--- src/rtl/edge_rasterizer_if.sv ---
// Triangle-task and pixel-stream bundle between a slice scheduler/frame-buffer
// writer (master side) and one edge_rasterizer slice (slave side).
//   task_valid/task_ready, ax..cy, color_r/g/b, depth : triangle task handshake
//   abort                                            : drop the current task
//   pix_valid/pix_ready, pix_x/y, pix_r/g/b, pix_depth : covered-pixel stream
//   task_done                                        : one-cycle completion pulse
interface edge_rasterizer_if #(
  parameter int COORD_W = 10,
  parameter int DEPTH_W = 8,
  parameter int COLOR_W = 8
);
  logic               task_valid;
  logic               task_ready;
  logic [COORD_W-1:0] ax, ay, bx, by, cx, cy;
  logic [COLOR_W-1:0] color_r, color_g, color_b;
  logic [DEPTH_W-1:0] depth;
  logic               abort;
  logic               pix_valid;
  logic               pix_ready;
  logic [COORD_W-1:0] pix_x, pix_y;
  logic [COLOR_W-1:0] pix_r, pix_g, pix_b;
  logic [DEPTH_W-1:0] pix_depth;
  logic               task_done;

  modport master (
    output task_valid, ax, ay, bx, by, cx, cy, color_r, color_g, color_b, depth,
           abort, pix_ready,
    input  task_ready, pix_valid, pix_x, pix_y, pix_r, pix_g, pix_b, pix_depth,
           task_done
  );

  modport slave (
    input  task_valid, ax, ay, bx, by, cx, cy, color_r, color_g, color_b, depth,
           abort, pix_ready,
    output task_ready, pix_valid, pix_x, pix_y, pix_r, pix_g, pix_b, pix_depth,
           task_done
  );
endinterface

--- src/rtl/edge_rasterizer.sv ---
// Per-slice triangle rasterizer. Walks the triangle's bounding box, clipped to
// the columns owned by this slice and to the screen height, one candidate pixel
// per cycle (y inner, x outer) using incremental edge functions, and streams
// covered pixels with the flat colour/depth of the triangle.
// Ports:
//   clock_i  : system clock
//   reset_i  : synchronous active-high reset
//   bus      : edge_rasterizer_if.slave (task handshake, abort, pixel stream,
//              task_done pulse)
module edge_rasterizer #(
  parameter int COORD_W       = 10,
  parameter int DEPTH_W       = 8,
  parameter int COLOR_W       = 8,
  parameter int X_RANGE_START = 0,
  parameter int X_RANGE_END   = 29,
  parameter int HEIGHT        = 479
) (
  input logic              clock_i,
  input logic              reset_i,
  edge_rasterizer_if.slave bus
);

  // Edge values of unsigned COORD_W coordinates fit in 2*COORD_W+3 signed bits.
  localparam int EW = 2 * COORD_W + 3;
  localparam logic [COORD_W-1:0] X_LO = COORD_W'(X_RANGE_START);
  localparam logic [COORD_W-1:0] X_HI = COORD_W'(X_RANGE_END);
  localparam logic [COORD_W-1:0] Y_HI = COORD_W'(HEIGHT);

  typedef logic [COORD_W-1:0]    coord_t;
  typedef logic signed [EW-1:0]  edge_t;
  typedef enum logic [2:0] {
    S_IDLE   = 3'd0,
    S_SETUP1 = 3'd1,
    S_SETUP2 = 3'd2,
    S_SCAN   = 3'd3,
    S_DRAIN  = 3'd4
  } state_t;

  function automatic coord_t min2(input coord_t a, input coord_t b);
    return (a < b) ? a : b;
  endfunction

  function automatic coord_t max2(input coord_t a, input coord_t b);
    return (a > b) ? a : b;
  endfunction

  function automatic edge_t sext(input coord_t c);
    return $signed({{(EW-COORD_W){1'b0}}, c});
  endfunction

  // Edge k runs from vertex k to vertex next_vtx(k): AB, BC, CA.
  function automatic int next_vtx(input int k);
    return (k == 2) ? 0 : k + 1;
  endfunction

  state_t              state_q, state_d;
  logic                task_ready_q, task_ready_d;
  logic                task_done_q, task_done_d;
  coord_t              vx_q [3], vx_d [3];
  coord_t              vy_q [3], vy_d [3];
  logic [COLOR_W-1:0]  col_r_q, col_r_d, col_g_q, col_g_d, col_b_q, col_b_d;
  logic [DEPTH_W-1:0]  dep_q, dep_d;
  coord_t              xmin_q, xmin_d, xmax_q, xmax_d;
  coord_t              ymin_q, ymin_d, ymax_q, ymax_d;
  edge_t               dex_q [3], dex_d [3];
  edge_t               dey_q [3], dey_d [3];
  edge_t               e_q [3], e_d [3];
  edge_t               cb_q [3], cb_d [3];
  coord_t              cur_x_q, cur_x_d, cur_y_q, cur_y_d;
  logic                pix_valid_q, pix_valid_d;
  coord_t              pix_x_q, pix_x_d, pix_y_q, pix_y_d;
  logic [COLOR_W-1:0]  pix_r_q, pix_r_d, pix_g_q, pix_g_d, pix_b_q, pix_b_d;
  logic [DEPTH_W-1:0]  pix_dep_q, pix_dep_d;

  coord_t bb_xmin_s, bb_xmax_s, bb_ymin_s, bb_ymax_s;
  logic   bb_empty_s;
  logic   covered_s;
  logic   advance_s;

  // Clipped bounding box of the latched vertices.
  always_comb begin
    bb_xmin_s  = max2(min2(min2(vx_q[0], vx_q[1]), vx_q[2]), X_LO);
    bb_xmax_s  = min2(max2(max2(vx_q[0], vx_q[1]), vx_q[2]), X_HI);
    bb_ymin_s  = min2(min2(vy_q[0], vy_q[1]), vy_q[2]);
    bb_ymax_s  = min2(max2(max2(vy_q[0], vy_q[1]), vy_q[2]), Y_HI);
    bb_empty_s = (bb_xmin_s > bb_xmax_s) || (bb_ymin_s > bb_ymax_s);
  end

  // Coverage of the cursor pixel; all-zero edges mean a zero-area triangle.
  always_comb begin
    logic all_ge, all_le, all_zero;
    all_ge    = 1'b1;
    all_le    = 1'b1;
    all_zero  = 1'b1;
    for (int k = 0; k < 3; k++) begin
      all_ge   = all_ge & ~e_q[k][EW-1];
      all_le   = all_le & (e_q[k][EW-1] | (e_q[k] == '0));
      all_zero = all_zero & (e_q[k] == '0);
    end
    covered_s = (all_ge | all_le) & ~all_zero;
    advance_s = ~pix_valid_q | bus.pix_ready;
  end

  // Next-state and datapath for the whole rasterizer.
  always_comb begin
    state_d      = state_q;
    task_ready_d = task_ready_q;
    task_done_d  = 1'b0;
    col_r_d      = col_r_q;
    col_g_d      = col_g_q;
    col_b_d      = col_b_q;
    dep_d        = dep_q;
    xmin_d       = xmin_q;
    xmax_d       = xmax_q;
    ymin_d       = ymin_q;
    ymax_d       = ymax_q;
    cur_x_d      = cur_x_q;
    cur_y_d      = cur_y_q;
    pix_valid_d  = pix_valid_q;
    pix_x_d      = pix_x_q;
    pix_y_d      = pix_y_q;
    pix_r_d      = pix_r_q;
    pix_g_d      = pix_g_q;
    pix_b_d      = pix_b_q;
    pix_dep_d    = pix_dep_q;
    for (int k = 0; k < 3; k++) begin
      vx_d[k]  = vx_q[k];
      vy_d[k]  = vy_q[k];
      dex_d[k] = dex_q[k];
      dey_d[k] = dey_q[k];
      e_d[k]   = e_q[k];
      cb_d[k]  = cb_q[k];
    end

    if (bus.abort) begin
      state_d      = S_IDLE;
      task_ready_d = 1'b1;
      task_done_d  = 1'b0;
      pix_valid_d  = 1'b0;
    end else begin
      if (pix_valid_q && bus.pix_ready) begin
        pix_valid_d = 1'b0;
      end else begin
        pix_valid_d = pix_valid_q;
      end

      case (state_q)
        S_IDLE: begin
          if (task_ready_q && bus.task_valid) begin
            vx_d[0] = bus.ax;
            vy_d[0] = bus.ay;
            vx_d[1] = bus.bx;
            vy_d[1] = bus.by;
            vx_d[2] = bus.cx;
            vy_d[2] = bus.cy;
            col_r_d = bus.color_r;
            col_g_d = bus.color_g;
            col_b_d = bus.color_b;
            dep_d   = bus.depth;
            state_d = S_SETUP1;
          end else begin
            state_d = S_IDLE;
          end
        end

        S_SETUP1: begin
          xmin_d = bb_xmin_s;
          xmax_d = bb_xmax_s;
          ymin_d = bb_ymin_s;
          ymax_d = bb_ymax_s;
          for (int k = 0; k < 3; k++) begin
            dex_d[k] = sext(vy_q[k]) - sext(vy_q[next_vtx(k)]);
            dey_d[k] = sext(vx_q[next_vtx(k)]) - sext(vx_q[k]);
          end
          if (bb_empty_s) begin
            state_d = S_DRAIN;
          end else begin
            state_d = S_SETUP2;
          end
        end

        S_SETUP2: begin
          for (int k = 0; k < 3; k++) begin
            e_d[k]  = dey_q[k] * (sext(ymin_q) - sext(vy_q[k]))
                    + dex_q[k] * (sext(xmin_q) - sext(vx_q[k]));
            cb_d[k] = e_d[k];
          end
          cur_x_d = xmin_q;
          cur_y_d = ymin_q;
          state_d = S_SCAN;
        end

        S_SCAN: begin
          if (advance_s) begin
            if (covered_s) begin
              pix_valid_d = 1'b1;
              pix_x_d     = cur_x_q;
              pix_y_d     = cur_y_q;
              pix_r_d     = col_r_q;
              pix_g_d     = col_g_q;
              pix_b_d     = col_b_q;
              pix_dep_d   = dep_q;
            end else begin
              pix_x_d = pix_x_q;
            end
            if (cur_y_q == ymax_q) begin
              if (cur_x_q == xmax_q) begin
                state_d = S_DRAIN;
              end else begin
                // Column wrap: restart from the column base, one step in x.
                cur_x_d = cur_x_q + COORD_W'(1);
                cur_y_d = ymin_q;
                for (int k = 0; k < 3; k++) begin
                  cb_d[k] = cb_q[k] + dex_q[k];
                  e_d[k]  = cb_q[k] + dex_q[k];
                end
              end
            end else begin
              cur_y_d = cur_y_q + COORD_W'(1);
              for (int k = 0; k < 3; k++) begin
                e_d[k] = e_q[k] + dey_q[k];
              end
            end
          end else begin
            state_d = S_SCAN;
          end
        end

        S_DRAIN: begin
          if (!pix_valid_q || bus.pix_ready) begin
            task_done_d = 1'b1;
            state_d     = S_IDLE;
          end else begin
            state_d = S_DRAIN;
          end
        end

        default: begin
          state_d = S_IDLE;
        end
      endcase

      // Ready is withheld for the IDLE cycle that carries task_done.
      task_ready_d = (state_q == S_IDLE) && (state_d == S_IDLE);
    end
  end

  // State and datapath registers.
  always_ff @(posedge clock_i) begin
    if (reset_i) begin
      state_q      <= S_IDLE;
      task_ready_q <= 1'b1;
      task_done_q  <= 1'b0;
      col_r_q      <= '0;
      col_g_q      <= '0;
      col_b_q      <= '0;
      dep_q        <= '0;
      xmin_q       <= '0;
      xmax_q       <= '0;
      ymin_q       <= '0;
      ymax_q       <= '0;
      cur_x_q      <= '0;
      cur_y_q      <= '0;
      pix_valid_q  <= 1'b0;
      pix_x_q      <= '0;
      pix_y_q      <= '0;
      pix_r_q      <= '0;
      pix_g_q      <= '0;
      pix_b_q      <= '0;
      pix_dep_q    <= '0;
      for (int k = 0; k < 3; k++) begin
        vx_q[k]  <= '0;
        vy_q[k]  <= '0;
        dex_q[k] <= '0;
        dey_q[k] <= '0;
        e_q[k]   <= '0;
        cb_q[k]  <= '0;
      end
    end else begin
      state_q      <= state_d;
      task_ready_q <= task_ready_d;
      task_done_q  <= task_done_d;
      col_r_q      <= col_r_d;
      col_g_q      <= col_g_d;
      col_b_q      <= col_b_d;
      dep_q        <= dep_d;
      xmin_q       <= xmin_d;
      xmax_q       <= xmax_d;
      ymin_q       <= ymin_d;
      ymax_q       <= ymax_d;
      cur_x_q      <= cur_x_d;
      cur_y_q      <= cur_y_d;
      pix_valid_q  <= pix_valid_d;
      pix_x_q      <= pix_x_d;
      pix_y_q      <= pix_y_d;
      pix_r_q      <= pix_r_d;
      pix_g_q      <= pix_g_d;
      pix_b_q      <= pix_b_d;
      pix_dep_q    <= pix_dep_d;
      for (int k = 0; k < 3; k++) begin
        vx_q[k]  <= vx_d[k];
        vy_q[k]  <= vy_d[k];
        dex_q[k] <= dex_d[k];
        dey_q[k] <= dey_d[k];
        e_q[k]   <= e_d[k];
        cb_q[k]  <= cb_d[k];
      end
    end
  end

  assign bus.task_ready = task_ready_q;
  assign bus.task_done  = task_done_q;
  assign bus.pix_valid  = pix_valid_q;
  assign bus.pix_x      = pix_x_q;
  assign bus.pix_y      = pix_y_q;
  assign bus.pix_r      = pix_r_q;
  assign bus.pix_g      = pix_g_q;
  assign bus.pix_b      = pix_b_q;
  assign bus.pix_depth  = pix_dep_q;

endmodule

--- src/flat_wrapper.sv ---
// flat-port wrapper written by rule: the top's interface ports become plain ports
module edge_rasterizer_flat 
#(
  parameter int COORD_W       = 10,
  parameter int DEPTH_W       = 8,
  parameter int COLOR_W       = 8,
  parameter int X_RANGE_START = 0,
  parameter int X_RANGE_END   = 29,
  parameter int HEIGHT        = 479
)
  (clock_i, reset_i, bus_task_valid, bus_ax, bus_ay, bus_bx, bus_by, bus_cx, bus_cy, bus_color_r, bus_color_g, bus_color_b, bus_depth, bus_abort, bus_pix_ready, bus_task_ready, bus_pix_valid, bus_pix_x, bus_pix_y, bus_pix_r, bus_pix_g, bus_pix_b, bus_pix_depth, bus_task_done);
  edge_rasterizer_if #(.COORD_W(COORD_W), .DEPTH_W(DEPTH_W), .COLOR_W(COLOR_W)) bus_i ();
  input logic clock_i;
  input logic reset_i;
  input wire logic [$bits(bus_i.task_valid)-1:0] bus_task_valid;
  input wire logic [$bits(bus_i.ax)-1:0] bus_ax;
  input wire logic [$bits(bus_i.ay)-1:0] bus_ay;
  input wire logic [$bits(bus_i.bx)-1:0] bus_bx;
  input wire logic [$bits(bus_i.by)-1:0] bus_by;
  input wire logic [$bits(bus_i.cx)-1:0] bus_cx;
  input wire logic [$bits(bus_i.cy)-1:0] bus_cy;
  input wire logic [$bits(bus_i.color_r)-1:0] bus_color_r;
  input wire logic [$bits(bus_i.color_g)-1:0] bus_color_g;
  input wire logic [$bits(bus_i.color_b)-1:0] bus_color_b;
  input wire logic [$bits(bus_i.depth)-1:0] bus_depth;
  input wire logic [$bits(bus_i.abort)-1:0] bus_abort;
  input wire logic [$bits(bus_i.pix_ready)-1:0] bus_pix_ready;
  output wire logic [$bits(bus_i.task_ready)-1:0] bus_task_ready;
  output wire logic [$bits(bus_i.pix_valid)-1:0] bus_pix_valid;
  output wire logic [$bits(bus_i.pix_x)-1:0] bus_pix_x;
  output wire logic [$bits(bus_i.pix_y)-1:0] bus_pix_y;
  output wire logic [$bits(bus_i.pix_r)-1:0] bus_pix_r;
  output wire logic [$bits(bus_i.pix_g)-1:0] bus_pix_g;
  output wire logic [$bits(bus_i.pix_b)-1:0] bus_pix_b;
  output wire logic [$bits(bus_i.pix_depth)-1:0] bus_pix_depth;
  output wire logic [$bits(bus_i.task_done)-1:0] bus_task_done;
  assign bus_i.task_valid = bus_task_valid;
  assign bus_i.ax = bus_ax;
  assign bus_i.ay = bus_ay;
  assign bus_i.bx = bus_bx;
  assign bus_i.by = bus_by;
  assign bus_i.cx = bus_cx;
  assign bus_i.cy = bus_cy;
  assign bus_i.color_r = bus_color_r;
  assign bus_i.color_g = bus_color_g;
  assign bus_i.color_b = bus_color_b;
  assign bus_i.depth = bus_depth;
  assign bus_i.abort = bus_abort;
  assign bus_i.pix_ready = bus_pix_ready;
  assign bus_task_ready = bus_i.task_ready;
  assign bus_pix_valid = bus_i.pix_valid;
  assign bus_pix_x = bus_i.pix_x;
  assign bus_pix_y = bus_i.pix_y;
  assign bus_pix_r = bus_i.pix_r;
  assign bus_pix_g = bus_i.pix_g;
  assign bus_pix_b = bus_i.pix_b;
  assign bus_pix_depth = bus_i.pix_depth;
  assign bus_task_done = bus_i.task_done;
  edge_rasterizer #(.COORD_W(COORD_W), .DEPTH_W(DEPTH_W), .COLOR_W(COLOR_W), .X_RANGE_START(X_RANGE_START), .X_RANGE_END(X_RANGE_END), .HEIGHT(HEIGHT)) u_core (.clock_i(clock_i), .reset_i(reset_i), .bus(bus_i));
endmodule
--- config.mk ---
export PLATFORM = sky130hd
export DESIGN_NAME = edge_rasterizer_flat
export DESIGN_NICKNAME = d
export VERILOG_FILES = /design/src/rtl/edge_rasterizer_if.sv /design/src/rtl/edge_rasterizer.sv /design/src/flat_wrapper.sv
export SDC_FILE = /design/constraint.sdc
export NUM_CORES = 2
export LEC_CHECK = 0
export ABC_AREA = 0
export CAP_MARGIN = 20
export CORE_ASPECT_RATIO = 1.4
export CORE_MARGIN = 3
export CORE_UTILIZATION = 45
export CTS_BUF_LIST = sky130_fd_sc_hd__clkbuf_8
export CTS_CLUSTER_SIZE = 16
export DETAILED_ROUTE_END_ITERATION = 8
export DONT_BUFFER_PORTS = 1
export GPL_ROUTABILITY_DRIVEN = 0
export PLACE_DENSITY = 0.6
export SYNTH_ARGS = -nofsm -noshare
export SYNTH_HDL_FRONTEND = slang
export SYNTH_SLANG_ARGS = --single-unit
--- constraint.sdc ---
create_clock -name clock_i -period 8.28 [get_ports clock_i]
set_input_delay 1.656 -clock clock_i [delete_from_list [all_inputs] [get_ports clock_i]]
set_output_delay 1.656 -clock clock_i [all_outputs]
set_load 0.005 [all_outputs]
==> flow_summary.yaml <==
detailed_routing:
  ant_nets: 0
  dr.pass1.iters: 8
  drtIter0Drc: 3220
  drt-total-wl_um: 196000
  drc_errors: 2
  vias_per_cell: 5.50
  vias: 50958
  detail_route.wl_per_cell_um: 21.1
sta:
  period_needed_ps: 8730
  slew_violations: 0
  worst_slew_pin_slew_ps: 1210
  period_share_pct: 105
  fmax_mhz: 115
  hold_viol_final: 0
  setup_viol: 35
  rsz0062_at_grt: "yes"
  worst_clock_skew_ps: 78.4
  fin_ws_ps: -454
  slew-limit-headroom_pct: 18.6
synth:
  synth-edff-count: 0
  async_flop_share_pct: 0
  synth_commonest_cells: "1189 x inv_1, 920 x nand2_1, 846 x fa_1, 576 x ha_1, 485 x nor2_1"
  syn_area_per_cell_um2: 8.29
  ys_ff_latch: 414
  synth.most_common_cell: "inv_1"
  ys_types: 81
  netlist_area_um2: 59400
  synth_largest_area_cell: "fa_1"
  ys_top_cells_by_area: "fa_1 29%, dfxtp_1 14%, ha_1 12%"
  synth_ff_type: "dfxtp_1"
  synth_warnings: 0
  synth_top_area_share_pct: 28.5
  ys_seq_area_share_pct: 14.0
  netlist_instances: 7162
setup_path:
  critPathCaptureType: "register"
  start_kind: "register"
  worst-r2r-cell-count: 33
  crit_arrival_ps: 9440
  worst-path-stages: 33
  crit_family: "adder cells"
  cp_max_fo: 6
  critPathRequiredTime_ps: 8990
  crit_slowest_cell: "fa_1"
  critical-path-max-stage-delay_ps: 550
  r2r_start: "u_core.ymin_q[0]"
  startpoint: "u_core.ymin_q[0]"
  cp_common_cell: "fa_1"
  worst-path-buf-inv: 5
  critPathKind: "register to register"
pwr:
  swShare_pct: 47.5
  p_leak_uw: 0.0312
  pwr-share-seq_pct: 12.1
  total_power_uw: 17800
  power_frac_clock_pct: 13.1
  irDropWorstVdd_mv: 0.450
  switchingPower_uw: 8470
  combinationalPowerShare_pct: 74.8
  power-per-cell-area_nw_per_um2: 262
  p_int_uw: 9350
clock_tree:
  clk_pin_slew_ps: 70
  clock_path_buffers: 3
  cts_buffers: 77
  clk_latency_ps: 820
  htreeDepth: 3
  hold_buffers: 0
  cts_root_buf: "clkbuf_8"
  clkSinkCount: 414
  cts_tree: "yes"
global_routing:
  grt_usage_pct: 28.9
  grt_pass1_vias: 53776
  grt_pass1_wl_um: 305000
  antenna_found_initial: 6
  grt_max_degree: 369
  overflow: 0
outcome:
  violations: "DRC, setup timing"
  status: "finished with violations"
final_layout:
  syn2layout_area_growth_pct: 14.3
  drive_gt1_share_pct: 13.5
  fin_nets: 8971
placed_design:
  place_ws_ps: -597
  dpl.hpwl_um: 157000
  numPortBuffers: 0
die:
  start_util_pct: 45.4
  fp-row-count: 157
  die-height_um: 436
  die_x_um: 313
  ioPinCount: 152
  core_um2: 131000
  die_area_um2: 136000
flow_run:
  maxCapViolations: 0
worst_hold_path:
  hold_path.class: "register to register"
  hold_depth: 2
  min-delay-start: "u_core.col_b_q[1]"
[sequential cells by signal (all words and copies together), names as in the netlist, 10 cells and up]
register and flops:
u_core.cb_q 69, u_core.e_q 69, u_core.dex_q 33, u_core.dey_q 33, u_core.vx_q 30, u_core.vy_q 30, u_core.bus.pix_x 10, u_core.bus.pix_y 10
u_core.cur_x_q 10, u_core.cur_y_q 10, u_core.xmax_q 10, u_core.xmin_q 10, u_core.ymax_q 10, u_core.ymin_q 10
[area by class of cell]
class | count | area (um2)
Antenna cell | 4 | 10.0
Clock buffer | 100 | 1380
Clock inverter | 42 | 379
Fill cell | 12538 | 62900
Inverter | 1189 | 4470
Multi-Input combinational cell | 5248 | 47000
Sequential cell | 414 | 8310
Tap cell | 1749 | 2190
Timing Repair Buffer | 522 | 4150
[through the flow]
step | TNS, ps | util [%] | area, um2 | std cells | hold slack, ps
floorplan | -6.14 | - | 59500 | 7167 | 436
global placement | -8530 | 49.0 | 64100 | 9051 | 441
detailed placement | -12530 | 49.0 | 64100 | 9052 | 446
CTS | -4030 | 51.0 | 66800 | 9237 | 454
global route | -21740 | 51.9 | 67900 | 9267 | 469
finish | -6180 | 51.9 | 67900 | 9268 | 454
[final timing paths]
check | slack (ps) | end
worst max-delay path | -450 | u_core.cb_q[0][45]
worst min-delay path | 450 | u_core.col_b_q[1]
worst max register to register | -450 | u_core.cb_q[0][45]
worst min register to register | 450 | u_core.col_b_q[1]
[layer usage]
| metal | wire (um) | GRT usage (%) | vias up |
|---|---|---|---|
| met1 | 70700 | 31.4 | 25291 |
| met5 | 13 | 0 | - |
| li1 | - | - | 23636 |
| met2 | 98600 | 51.6 | 1421 |
| met3 | 9770 | 4.24 | 608 |
| met4 | 16700 | 20.2 | 2 |
[logic make-up after synthesis]
logic type      synth area share [%]
flops                           14.0
other cells                  0.00631
mux                             2.06
fa+ha+maj                       40.7
compound gates                  13.5
simple gates                    17.0
xor+xnor                        3.36
buf+inv                         9.51
[placed cells by master (no fill, tap or decap), types with 44 or more instances in the layout]
cell type  instances
nand3_1           66
o21ai_1           50
inv_1           1167
nor2_1           454
xnor2_1          147
nor2b_1          105
dfxtp_1          405
and2_1           240
nand2b_1          44
buf_4            487
o21a_1            64
nand2_1          906
mux2i_1           94
ha_1             550
xor2_1            61
a211oi_1          76
nor3_1           100
a21o_1            72
fa_1             816
clkbuf_8         100
a21oi_1          390
o21ai_0          220
[worst register-to-register path: cells and delay by family (launching register included)]
kind / cells / cell delay, ps
DFF: 1 / 330
and+or+nand+nor: 5 / 1240
AOI/OAI and AO/OA: 11 / 2250
buffers and inverters: 5 / 270
xor gates and xnor gates: 2 / 310
adders and majority gates: 10 / 4220
[power groups by stage]
| stage | combinational, uW | sequential (uW) | clock, uW |
|---|---|---|---|
| 2_1_floorplan | 6920 | 2140 | 0 |
| 3_3_place_gp | 11200 | 2190 | 0 |
| 3_5_place_dp | 11300 | 2190 | 0 |
| 4_1_cts | 12100 | 2150 | 2380 |
| 5_1_grt | 14700 | 2160 | 2460 |
| 6_report | 13300 | 2160 | 2340 |
[timing repair]
action                                  4_1_cts  5_1_grt
buffers inserted                             46       28
pin swaps                                    91      175
endpoints found under the setup margin       55       67
gates resized for setup                     164      220
gates cloned                                  0        0
Power figures use the tool's default switching activity.
